$ cat config.mk
export PLATFORM = sky130hd
export DESIGN_NAME = bram_stream_reader
export DESIGN_NICKNAME = d
export VERILOG_FILES = /design/src/rtl/bram_stream_reader.sv
export SDC_FILE = /design/constraint.sdc
export NUM_CORES = 1
export LEC_CHECK = 0
export CORE_MARGIN = 2
export CORE_UTILIZATION = 43
export CTS_CLUSTER_SIZE = 20
export DETAILED_ROUTE_END_ITERATION = 10
export MAX_ROUTING_LAYER = met4
export PLACE_DENSITY = 0.73
export SLEW_MARGIN = 0
export SYNTH_ARGS = -nofsm -noshare
export SYNTH_HDL_FRONTEND = slang
export SYNTH_SLANG_ARGS = --single-unit
$ cat constraint.sdc
create_clock -name clk -period 1.95 [get_ports clk]
set_input_delay 0.4875 -clock clk [delete_from_list [all_inputs] [get_ports clk]]
set_output_delay 0.4875 -clock clk [all_outputs]
set_load 0.01 [all_outputs]
$ cat src/rtl/bram_stream_reader.sv
// Burst read master for a 1-cycle registered-read BRAM.
// Turns (addr, len) commands into a valid/ready word stream.
module bram_stream_reader #(
    parameter int ADDR_WIDTH = 6,
    parameter int DATA_WIDTH = 64,
    parameter int LEN_WIDTH  = ADDR_WIDTH + 1
) (
    input  logic                  clk,
    input  logic                  rst_n,
    input  logic                  cmd_valid,
    output logic                  cmd_ready,
    input  logic [ADDR_WIDTH-1:0] cmd_addr,
    input  logic [LEN_WIDTH-1:0]  cmd_len,
    output logic [ADDR_WIDTH-1:0] ram_ra,
    output logic                  ram_re,
    input  logic [DATA_WIDTH-1:0] ram_rd,
    output logic                  out_valid,
    input  logic                  out_ready,
    output logic [DATA_WIDTH-1:0] out_data,
    output logic                  out_last,
    output logic                  busy
);

    typedef enum logic [1:0] {
        IDLE,
        RUN,
        DRAIN
    } state_t;

    state_t                state;
    logic [ADDR_WIDTH-1:0] addr;
    logic [LEN_WIDTH-1:0]  remaining;
    logic                  inflight;
    logic                  inflight_last;

    logic [DATA_WIDTH-1:0] fifo_data [2];
    logic [1:0]            fifo_last;
    logic                  wptr;
    logic                  rptr;
    logic [1:0]            count;

    logic                  accept;
    logic                  push;
    logic                  pop;
    logic                  issue;

    assign busy      = (state != IDLE);
    assign cmd_ready = !busy;
    assign accept    = cmd_valid && cmd_ready;

    assign out_valid = (count != 2'd0);
    assign out_data  = fifo_data[rptr];
    assign out_last  = fifo_last[rptr];

    assign push = inflight;
    assign pop  = out_valid && out_ready;

    // Issue only while buffered plus in-flight words, net of this
    // cycle's pop, leave a free FIFO slot for the returning read.
    assign issue = (state == RUN) &&
                   (({1'b0, count} + {2'b00, inflight}) <
                    (3'd2 + {2'b00, pop}));

    assign ram_re = issue;
    assign ram_ra = addr;

    // Burst control: command load, read issue and end-of-burst detection.
    always_ff @(posedge clk or negedge rst_n) begin
        if (!rst_n) begin
            state         <= IDLE;
            addr          <= '0;
            remaining     <= '0;
            inflight      <= 1'b0;
            inflight_last <= 1'b0;
        end else begin
            case (state)
                IDLE: begin
                    if (accept && (cmd_len != '0)) begin
                        addr      <= cmd_addr;
                        remaining <= cmd_len;
                        state     <= RUN;
                    end
                end
                RUN: begin
                    if (issue && (remaining == LEN_WIDTH'(1))) begin
                        state <= DRAIN;
                    end
                end
                DRAIN: begin
                    if (pop && out_last) begin
                        state <= IDLE;
                    end
                end
                default: state <= IDLE;
            endcase

            if (issue) begin
                addr          <= addr + ADDR_WIDTH'(1);
                remaining     <= remaining - LEN_WIDTH'(1);
                inflight      <= 1'b1;
                inflight_last <= (remaining == LEN_WIDTH'(1));
            end else begin
                inflight      <= 1'b0;
            end
        end
    end

    // Two-entry output FIFO capturing BRAM data one cycle after issue.
    always_ff @(posedge clk or negedge rst_n) begin
        if (!rst_n) begin
            for (int i = 0; i < 2; i++) begin
                fifo_data[i] <= '0;
            end
            fifo_last <= '0;
            wptr      <= 1'b0;
            rptr      <= 1'b0;
            count     <= 2'd0;
        end else begin
            if (push) begin
                fifo_data[wptr] <= ram_rd;
                fifo_last[wptr] <= inflight_last;
                wptr            <= ~wptr;
            end
            if (pop) begin
                rptr <= ~rptr;
            end
            count <= count + {1'b0, push} - {1'b0, pop};
        end
    end

endmodule

==> impl_metrics.ini, run 1 <==
[run_status]
status = finished, violations left
violations = negative setup slack

[synthesis]
syn-instance-count = 463
ys_ff_latch = 151
yosysWarnings = 0
yosys.area.top_type_share = 0.558
ys_async_sr_fraction = 1.00
syn_area_um2 = 6780
synth_top_cell_by_area = dfrtp_1
synthTopCellsByCount = 195 x mux2_2, 151 x dfrtp_1, 18 x buf_2
ys.flop_type = dfrtp_1
synth_nets = 551
ys_seq_area_frac = 0.558
synth.avg_cell_area_um2 = 14.6
ys_types = 45
synth.most_common_cell = mux2_2
synth.area.top_cells = dfrtp_1 56%, mux2_2 32%, buf_2 1.3%
synth_edf_count = 0

[worst_setup_path]
slowest_stage = dfrtp_2
cp_data_arrival_time_ns = 1.77
path_cells = buf_6 > clkbuf_16 > buf_8 > buf_4 > mux2_4 > buf_6
crit_path_frequent_cell = buf_6
start_kind = flop
rr_startpoint = count[0]
r2r_cells = 8
r2r_end = ram_ra[5]
crit_type = reg -> out
path_max_fanout = 4
crit_required_ns = 1.46
slowest_delay_ns = 0.43
critPathCaptureType = output pin
regToRegSetupSlack_ns = 0.06

[grt]
grt_max_degree = 50
grt_pass1_wl_mm = 24.5
first_global_vias = 4869
groute.usage.overall = 0.192
grt_overflow = 0
antenna_found_initial = 0

[timing]
fin_ws_ns = -0.307
hold_violations = 0
slew_viol_final = 0
fin_setup_tns_ns = -10.67
max_freq_mhz = 443
period_share = 1.16
setup_viol = 66
relSlewSlack = 0.681
post-route-min-period_ns = 2.26
finClkSkew_ns = 0.00783
rsz0062_at_grt = true
tightest_slew_ns = 0.478

[drt]
drt-initial-drc-count = 144
drt_first_pass_iters = 4
vias = 4571
drc = 0
totalWireLength_mm = 15.7
wl_per_cell_um = 17.7
via_per_inst = 5.15
ant_nets = 0

[power]
irDropWorstVdd_mv = 1.28
power_density_nw_per_um2 = 1900
p_seq_frac = 0.300
power_frac_comb = 0.506
p_leak_nw = 4.34
internal_power_mw = 12.6
p_clk_frac = 0.193
sw_frac_of_total = 0.317
p_switching_mw = 5.83

[cts]
cts_buffers = 17
clk_path_buf_depth = 2
cts-root-buf = clkbuf_16
hold_buffers = 0
clock_latency_ns = 0.41
cts_tree = built
cts.sinks = 151
clk_pin_slew_ns = 0.06
cts_htree_levels = 4

[die]
row_count = 45
coreArea_um2 = 15300
dieArea_um2 = 16800
ioPinCount = 156
dieHeight_um = 130
initial_utilization = 0.442
die_x_um = 130

[hold_path]
holdCritPathClass = in -> async

[placed_design]
placed_area_um2 = 8810
gp_congestion = 0.858
place_ws_ns = -0.375
portBuffers = 155
dpl.hpwl_mm = 10.3

[final_layout]
fin_nets = 751
drive_above_1_share = 0.521
syn2layout_area_growth_pct = 43.0
diodes = 0
fill_cells = 1182
stdcell_area_um2 = 9690

[run]
drv_cap = 0
-- worst max path at each step --
| stage | start | endpoint | cells after the start |
|---|---|---|---|
| global route | rptr | out_data[62] | 6 |
| CTS | rptr | out_data[61] | 3 |
| finish | rptr | out_data[21] | 6 |
| floorplan | inflight | ram_re | 6 |
| global placement | out_ready | ram_re | 6 |
| detailed placement | out_ready | ram_re | 6 |
-- routing by layer --
| layer | track usage | vias up | part of all wire |
|---|---|---|---|
| met5 | - | - | 0 |
| met4 | 0.0607 | 0 | 0.0075 |
| met3 | 0.0429 | 12 | 0.052 |
| met2 | 0.307 | 136 | 0.49 |
| met1 | 0.245 | 2350 | 0.45 |
| li1 | - | 2073 | - |
-- cells by family after synthesis --
| group | synth area share |
|---|---|
| flip-flops | 0.558 |
| adder cells (fa/ha/maj) | 0.0129 |
| XOR/XNOR | 0.00517 |
| AO/OA/AOI/OAI | 0.0414 |
| AND/OR/NAND/NOR | 0.0329 |
| buffers and inverters | 0.0259 |
| multiplexers | 0.324 |
-- cell type report --
class / count / area [um2] / share of cell area
Sequential cell: 151 / 3780 / 0.390
Multi-Input combinational cell: 276 / 2910 / 0.300
Timing Repair Buffer: 204 / 2040 / 0.210
Clock buffer: 25 / 515 / 0.0532
Tap cell: 211 / 264 / 0.0272
Clock inverter: 7 / 138 / 0.0142
Inverter: 13 / 51.3 / 0.00529
-- per-stage QoR --
stage	hold WS [ns]	utilization	cells	total power [mW]
floorplan	0.192	-	463	10.7
global placement	0.452	0.575	837	14.3
detailed placement	0.461	0.575	837	14.7
CTS	0.0131	0.616	870	18.1
global route	0.0324	0.633	887	19.5
finish	0.0122	0.633	887	18.4
-- state kept, by name, summed over array words and instances, names as in the netlist --
name / cells
remaining: 7
count: 2
state: 2
wptr: 1
inflight: 1
ram_ra: 6
fifo_last: 2
fifo_data: 128
rptr: 1
inflight_last: 1
-- layout by cell type, fill, tap and decap left out, types with 2 or more instances in the layout --
cell,instances
clkbuf_1,2
bufinv_16,4
nor3_1,3
nand2_1,12
nand3_1,4
mux2_2,186
dfrtp_1,149
o221a_2,2
clkbuf_8,6
a21oi_1,6
buf_4,28
clkbuf_16,19
nor2_1,6
nor3_2,2
buf_8,3
ha_1,4
a31o_2,2
a211oi_1,2
clkbuf_2,23
ha_2,2
clkinv_2,2
a21o_1,2
dfrtp_2,2
inv_1,11
nand2_2,2
buf_2,10
clkdlybuf4s50_1,85
buf_12,11
buf_6,19
mux2_4,9
xnor2_1,2
dlymetal6s2s_1,20
o221a_1,4
-- power groups by stage --
stage,clock (mW),sequential [mW],combinational (mW)
after floorplan,0,5.33,5.39
after global placement,0,5.43,8.89
after detailed placement,0,5.56,9.10
after CTS,3.63,5.52,8.95
after global routing,3.80,5.74,9.99
final,3.56,5.52,9.31
-- timing repair --
action,in CTS,in global routing
gates cloned,0,3
pin swaps,1,3
buffers inserted,1,15
resized for setup,94,120
setup endpoints to repair,69,70
-- worst max-delay path, delay by kind of cell (launching register included) --
family	cells	cell delay (ns)
flops	1	0.43
buf+inv	5	0.63
mux	1	0.30
No activity file was read; power rests on OpenSTA's default activity.
==> run 2, diff against run 1 <==
Settings changed: GPL_TIMING_DRIVEN from default to 1.
==> results of run 2 <==
Final layout, timing and power as in run 1 (identical DEF).
